===== src/rtl/i2s_tx_frame_ctrl_if.sv =====
// Sample-pair source interface for the I2S transmit frame controller.
// The source offers a left/right pair with s_valid; the controller pulses
// s_ready for one cycle at each frame boundary to take the pair.
interface i2s_tx_frame_ctrl_if #(
  parameter int DATA_W = 24
) ();
  logic              s_valid;
  logic              s_ready;
  logic [DATA_W-1:0] s_left;
  logic [DATA_W-1:0] s_right;

  // Sample source side.
  modport master (
    output s_valid,
    output s_left,
    output s_right,
    input  s_ready
  );

  // Frame controller side.
  modport slave (
    input  s_valid,
    input  s_left,
    input  s_right,
    output s_ready
  );
endinterface


===== src/rtl/i2s_tx_frame_ctrl.sv =====
// I2S transmit frame controller.
// Divides aud_mclk down to SCLK, runs a 64-slot frame (32 slots per channel),
// takes one left/right pair per frame at the frame boundary and shifts it out
// MSB first with the standard one-SCLK I2S delay. Missing pairs are reported
// as underflows: the frame goes out as zeros, irq is set and a saturating
// counter advances.
// aud_mrst asserts asynchronously; its release is expected to be synchronous
// to aud_mclk already.
module i2s_tx_frame_ctrl #(
  parameter int DATA_W = 24,
  parameter int DIV_W  = 8
) (
  input  logic               aud_mclk,
  input  logic               aud_mrst,
  input  logic               enable,
  input  logic [DIV_W-1:0]   sclk_div,
  input  logic               irq_clr,
  i2s_tx_frame_ctrl_if.slave s_if,
  output logic               sclk_out,
  output logic               lrclk_out,
  output logic               sdata_0_out,
  output logic               irq,
  output logic [7:0]         underflow_cnt,
  output logic               busy
);

  typedef enum logic {
    ST_IDLE = 1'b0,
    ST_RUN  = 1'b1
  } state_t;

  localparam logic [5:0] SLOT_LAST  = 6'd63;
  localparam logic [5:0] SLOT_RIGHT = 6'd31;  // tick out of 31 lands in slot 32

  state_t             state_q;
  logic [DIV_W-1:0]   div_cnt_q;
  logic [DIV_W-1:0]   div_lat_q;
  logic [5:0]         slot_q;
  logic [31:0]        shift_q;
  logic [DATA_W-1:0]  hold_r_q;

  logic               run;
  logic               div_hit;
  logic               fall_tick;
  logic               boundary;
  logic               take;
  logic               underflow;
  logic               right_load;
  logic [5:0]         slot_nxt;
  logic [DIV_W-1:0]   div_eff;
  logic [31:0]        shift_src;

  // Places a sample in a 32-bit slot word: one leading zero for the I2S
  // delay, the sample MSB first, zero padding below it.
  function automatic logic [31:0] frame_word(input logic [DATA_W-1:0] smp);
    logic [31:0] w;
    w = '0;
    w[30 -: DATA_W] = smp;
    return w;
  endfunction

  assign run        = (state_q == ST_RUN);
  assign div_hit    = (div_cnt_q == (div_lat_q - DIV_W'(1)));
  assign fall_tick  = run && div_hit && sclk_out;
  assign boundary   = fall_tick && (slot_q == SLOT_LAST);
  assign right_load = fall_tick && (slot_q == SLOT_RIGHT);
  assign slot_nxt   = slot_q + 6'd1;
  assign div_eff    = (sclk_div == '0) ? DIV_W'(1) : sclk_div;

  // The pair is only offered at a boundary that continues the stream; a
  // boundary that ends the run offers nothing and cannot underflow.
  assign s_if.s_ready = boundary && enable;
  assign take         = s_if.s_ready && s_if.s_valid;
  assign underflow    = s_if.s_ready && !s_if.s_valid;

  assign busy = run;

  // Select what the shifter holds before this tick's bit is taken from it.
  always_comb begin
    // NOTE: every always_comb output gets a default first, so no path can
    // leave it unassigned and infer a latch.
    shift_src = shift_q;
    if (boundary) begin
      shift_src = take ? frame_word(s_if.s_left) : '0;
    end else if (right_load) begin
      shift_src = frame_word(hold_r_q);
    end
  end

  // Run/idle FSM with SCLK divider, slot counter and serializer.
  always_ff @(posedge aud_mclk or negedge aud_mrst) begin
    if (!aud_mrst) begin
      // NOTE: the shifter and right-channel holding register are data storage
      // but are reset anyway, so a frame cut short by reset can never leak
      // stale sample bits into the next run.
      state_q     <= ST_IDLE;
      div_cnt_q   <= '0;
      div_lat_q   <= '0;
      slot_q      <= '0;
      shift_q     <= '0;
      hold_r_q    <= '0;
      sclk_out    <= 1'b0;
      lrclk_out   <= 1'b0;
      sdata_0_out <= 1'b0;
    end else begin
      // NOTE: sequential state uses non-blocking assignments only, so every
      // right-hand side below sees the values from before this edge.
      unique case (state_q)
        ST_IDLE: begin
          sclk_out    <= 1'b0;
          lrclk_out   <= 1'b0;
          sdata_0_out <= 1'b0;
          if (enable) begin
            state_q   <= ST_RUN;
            div_cnt_q <= '0;
            div_lat_q <= div_eff;
            slot_q    <= SLOT_LAST;
          end
        end

        ST_RUN: begin
          if (div_hit) begin
            div_cnt_q <= '0;
            sclk_out  <= ~sclk_out;
          end else begin
            div_cnt_q <= div_cnt_q + DIV_W'(1);
          end

          if (fall_tick) begin
            slot_q <= slot_nxt;
            if (boundary && !enable) begin
              // The frame has completed slot 63; park all I2S lines low.
              state_q     <= ST_IDLE;
              sclk_out    <= 1'b0;
              lrclk_out   <= 1'b0;
              sdata_0_out <= 1'b0;
              shift_q     <= '0;
              hold_r_q    <= '0;
            end else begin
              lrclk_out   <= slot_nxt[5];
              sdata_0_out <= shift_src[31];
              shift_q     <= shift_src << 1;
              if (boundary) begin
                // A new divider setting only ever starts on a fresh frame.
                div_lat_q <= div_eff;
                hold_r_q  <= take ? s_if.s_right : '0;
              end
            end
          end
        end

        default: state_q <= ST_IDLE;
      endcase
    end
  end

  // Sticky underflow interrupt and saturating missed-frame counter; a new
  // underflow wins over a simultaneous clear.
  always_ff @(posedge aud_mclk or negedge aud_mrst) begin
    if (!aud_mrst) begin
      irq           <= 1'b0;
      underflow_cnt <= '0;
    end else begin
      if (underflow) begin
        irq <= 1'b1;
        if (underflow_cnt != 8'hFF) begin
          underflow_cnt <= underflow_cnt + 8'd1;
        end
      end else if (irq_clr) begin
        irq <= 1'b0;
      end
    end
  end

endmodule


===== src/flat_wrapper.sv =====
// flat-port wrapper written by rule: the top's interface ports become plain ports
module i2s_tx_frame_ctrl_flat 
#(
  parameter int DATA_W = 24,
  parameter int DIV_W  = 8
)
  (aud_mclk, aud_mrst, enable, sclk_div, irq_clr, sclk_out, lrclk_out, sdata_0_out, irq, underflow_cnt, busy, s_if_s_valid, s_if_s_left, s_if_s_right, s_if_s_ready);
  i2s_tx_frame_ctrl_if #(.DATA_W(DATA_W)) s_if_i ();
  input  logic aud_mclk;
  input  logic aud_mrst;
  input  logic enable;
  input  logic [DIV_W-1:0] sclk_div;
  input  logic irq_clr;
  output logic sclk_out;
  output logic lrclk_out;
  output logic sdata_0_out;
  output logic irq;
  output logic [7:0] underflow_cnt;
  output logic busy;
  input wire logic [$bits(s_if_i.s_valid)-1:0] s_if_s_valid;
  input wire logic [$bits(s_if_i.s_left)-1:0] s_if_s_left;
  input wire logic [$bits(s_if_i.s_right)-1:0] s_if_s_right;
  output wire logic [$bits(s_if_i.s_ready)-1:0] s_if_s_ready;
  assign s_if_i.s_valid = s_if_s_valid;
  assign s_if_i.s_left = s_if_s_left;
  assign s_if_i.s_right = s_if_s_right;
  assign s_if_s_ready = s_if_i.s_ready;
  i2s_tx_frame_ctrl #(.DATA_W(DATA_W), .DIV_W(DIV_W)) u_core (.aud_mclk(aud_mclk), .aud_mrst(aud_mrst), .enable(enable), .sclk_div(sclk_div), .irq_clr(irq_clr), .s_if(s_if_i), .sclk_out(sclk_out), .lrclk_out(lrclk_out), .sdata_0_out(sdata_0_out), .irq(irq), .underflow_cnt(underflow_cnt), .busy(busy));
endmodule

===== config.mk =====
export PLATFORM = sky130hd
export DESIGN_NAME = i2s_tx_frame_ctrl_flat
export DESIGN_NICKNAME = d
export VERILOG_FILES = /design/src/rtl/i2s_tx_frame_ctrl_if.sv /design/src/rtl/i2s_tx_frame_ctrl.sv /design/src/flat_wrapper.sv
export SDC_FILE = /design/constraint.sdc
export NUM_CORES = 1
export LEC_CHECK = 0
export CAP_MARGIN = 20
export CORE_ASPECT_RATIO = 0.75
export CORE_MARGIN = 4
export CORE_UTILIZATION = 55
export CTS_CLUSTER_DIAMETER = 40
export CTS_CLUSTER_SIZE = 8
export DETAILED_ROUTE_END_ITERATION = 7
export PLACE_DENSITY_LB_ADDON = 0.1
export SLEW_MARGIN = 15
export SYNTH_ARGS = -nofsm -noshare
export SYNTH_HDL_FRONTEND = slang
export SYNTH_SLANG_ARGS = --single-unit

===== constraint.sdc =====
create_clock -name aud_mclk -period 6.86 [get_ports aud_mclk]
set_input_delay 1.029 -clock aud_mclk [delete_from_list [all_inputs] [get_ports aud_mclk]]
set_output_delay 1.029 -clock aud_mclk [all_outputs]
set_load 0.01 [all_outputs]

==> results.md <==
* Post-CTS Hold Fix Bufs at 0
* Arr. time, crit path at 3.08 ns
* Clock-pin transition on the worst setup and hold timing paths at 0.08 ns
* Cell Chain, Critical Path: inv_1 > ha_1 > nor3b_1 > xor2_1 > and3_1 > o2111ai_1 > buf_4 > nor3_4 > nand2_1 > inv_1 > clkdlybuf4s50_1
* Leakage at 2.13 nW
* Slowest Stage Delay on Critical Path at 0.55 ns
* IR drop worst, VDD at 0.141 mV
* Diodes inserted at 0
* Required time worst endpoint at 5.83 ns
* Syn nets at 519
* DRC Markers at 0
* PD cells at 250 mW/mm2
* DP Wirelength at 7010 um
* Initial DRC count at 204
* Post-synth EDFFs at 0
* Asr flop ratio synth at 100%
* Initial cell density of the core at 57.3%
* Crit-path slowest cell: clkdlybuf4s50_1
* Final wirelength at 10,100 um
* Hold Vio Cnt, Final at 0
* Clock tree buffer depth at 2
* Post-DR wirelength/cell at 16.1 um
* Max-cap violations at 0
* Sequential share of the synthesized area at 48.6%
* Via count at 3,493
* Vias in the first global route at 3,371
* Crit path top cell by count: inv_1
* Type of the worst setup path: reg2out
* Post-synth top cells: dfrtp_1, nand2_1, o21ai_0, inv_1, nand3_1
* CTS-repair resized insts at 0
* Synth Instances at 454
* Nature of the critical path startpoint: register
* First-pass GRT wire length at 16,800 um
* Netlist cell types at 44
* Die area at 0.00927 mm2
* Fin. max-slew vios at 0
* Pin count of the biggest net entering global routing at 84
* Vias/cell at 5.58
* Routability cong. at 0.899
* Status: finished, final reports clean
* Final Cycle Share at 59.9%
* H-tree Lvls at 3
* Clock Latency Late Sink at 0.36 ns
* Synthesis-to-finish area growth at 24.3%
* Placed Area at 0.00508 mm2
* Max transition margin at 33.4%
* Final setup fails at 0
* Post-CTS Setup Bufs at 0
* I/O pin cnt at 75
* Antenna violations before repair at 0
* Worst Tran Pin Value at 0.989 ns
* TritonCTS Buffers at 9
* Leading cell type by number of instances after synthesis: dfrtp_1
* Overflow after GRT at 0
* Layout cell share with drive strength beyond 1 at 6.67%
* Final net count at 585
* Die H at 84.4 um
* Crit path time final at 4.11 ns
* Unrepaired setup endpoints after global routing: false
* Clock tree from TritonCTS: done
* Ys flop type: dfrtp_1
* Synthesized area at 0.00428 mm2
* Port Buffers at 74
* TritonCTS Sinks at 83
* Initial DRT Pass Iterations at 5
* Top area cells in the synthesized netlist: dfrtp_1, nand2_1, mux2i_1, o21ai_0, o31ai_1
* Fmax at 0.243 GHz
* Routed Antenna Nets at 0
* Worst Skew at 0.0108 ns
* Core Region at 0.00747 mm2
* Cell taking the most area after synthesis: dfrtp_1
* Die W at 110 um
* Seq cells post-synth at 83
* All-layer global routing usage at 23.1%
* Top cell type's share of synthesized area at 48.6%
* Worst Path Max Fanout at 12
* Worst hold path class: reg2reg
* Syn. warnings at 0
* Post-Syn Area per Cell at 9.42 um2
* CP Capture Type: primary output
* TNS Setup at 0 ns
* Row Count at 27
* Clock tree root driver cell: clkbuf_8
* Design Area, Final at 0.00532 mm2
-- cell families (layout without fill, tap and decap cells) --
group	after synthesis	count (layout)	synth area share, %
fa+ha+maj	4	4	1.17
flops	83	83	48.6
buf+inv	59	130	5.70
simple gates	167	167	19.2
compound gates	84	84	12.6
mux	31	31	7.46
xor+xnor	26	26	5.32
-- worst paths after layout --
| path | slack [ns] | end | from | cells past startpoint |
|---|---|---|---|---|
| hold reg to reg | 0.49 | u_core.shift_q[11] | u_core.shift_q[11] | 2 |
| setup / recovery | 2.75 | s_if_s_ready | u_core.div_lat_q[0] | 11 |
| hold / removal | 0.49 | u_core.shift_q[11] | u_core.shift_q[11] | 2 |
| setup reg to reg | 3.72 | u_core.div_cnt_q[4] | u_core.div_lat_q[0] | 10 |
| max in group asynchronous | 5.69 | u_core.underflow_cnt[1] | aud_mrst | 2 |
| min in group asynchronous | 0.57 | u_core.div_lat_q[7] | aud_mrst | 1 |
-- flip-flops by register name (all words and copies together), names as in the netlist --
name                  cells
u_core.busy               1
u_core.div_cnt_q          8
u_core.div_lat_q          8
u_core.hold_r_q          24
u_core.irq                1
u_core.lrclk_out          1
u_core.sclk_out           1
u_core.sdata_0_out        1
u_core.shift_q           24
u_core.slot_q             6
u_core.underflow_cnt      8
-- metal layers --
layer | vias up | GRT usage (%) | routed length [um]
met2 | 112 | 33.6 | 4520
met1 | 1678 | 33.7 | 4760
met4 | 0 | 6.23 | 113
li1 | 1692 | - | -
met3 | 11 | 6.69 | 676
met5 | - | 0 | 0
-- power breakdown --
part / total (mW) / switching [mW] / internal, mW
sequential: 0.612 / 0.0676 / 0.544
combinational: 0.345 / 0.189 / 0.156
clock: 0.374 / 0.171 / 0.203
total: 1.33 / 0.428 / 0.903
-- cell type report --
| cell class | instances | area, um2 |
|---|---|---|
| inverters | 33 | 124 |
| multi-input cells | 312 | 1970 |
| flip-flops and latches | 83 | 2080 |
| well taps | 101 | 126 |
| fillers | 581 | 2150 |
| clock inverters | 6 | 80.1 |
| clock buffers | 10 | 128 |
| repair buffers | 81 | 811 |
-- critical path: cells and delay by family, from the launching register on --
kind,cells,cell delay [ns]
buffers and inverters,4,0.97
and+or+nand+nor,4,0.74
DFF,1,0.44
adders and majority gates,1,0.25
xor gates and xnor gates,1,0.20
AOI/OAI and AO/OA,1,0.13
-- layout by cell type (no fill, tap or decap), drive strengths merged, types with 8 or more instances in the layout --
cell type      count
a21oi             10
buf                8
clkbuf            10
clkdlybuf4s50     73
dfrtp             83
inv               33
mux2i             24
nand2             81
nand3             33
nor2               9
nor3               8
o21ai             38
o31ai             23
xnor2             19
-- stage by stage --
step	setup WS (ns)	power [mW]	cells	util, %	hold WS [ns]
finish	2.75	1.33	626	71.2	0.493
global route	2.52	1.41	626	71.2	0.507
CTS	2.75	1.34	625	70.9	0.494
detailed placement	3.16	0.961	609	68.1	0.476
global placement	3.29	0.944	609	68.1	0.469
floorplan	3.62	0.835	454	-	0.456
Note: power is estimated with default switching activity, not from simulation.
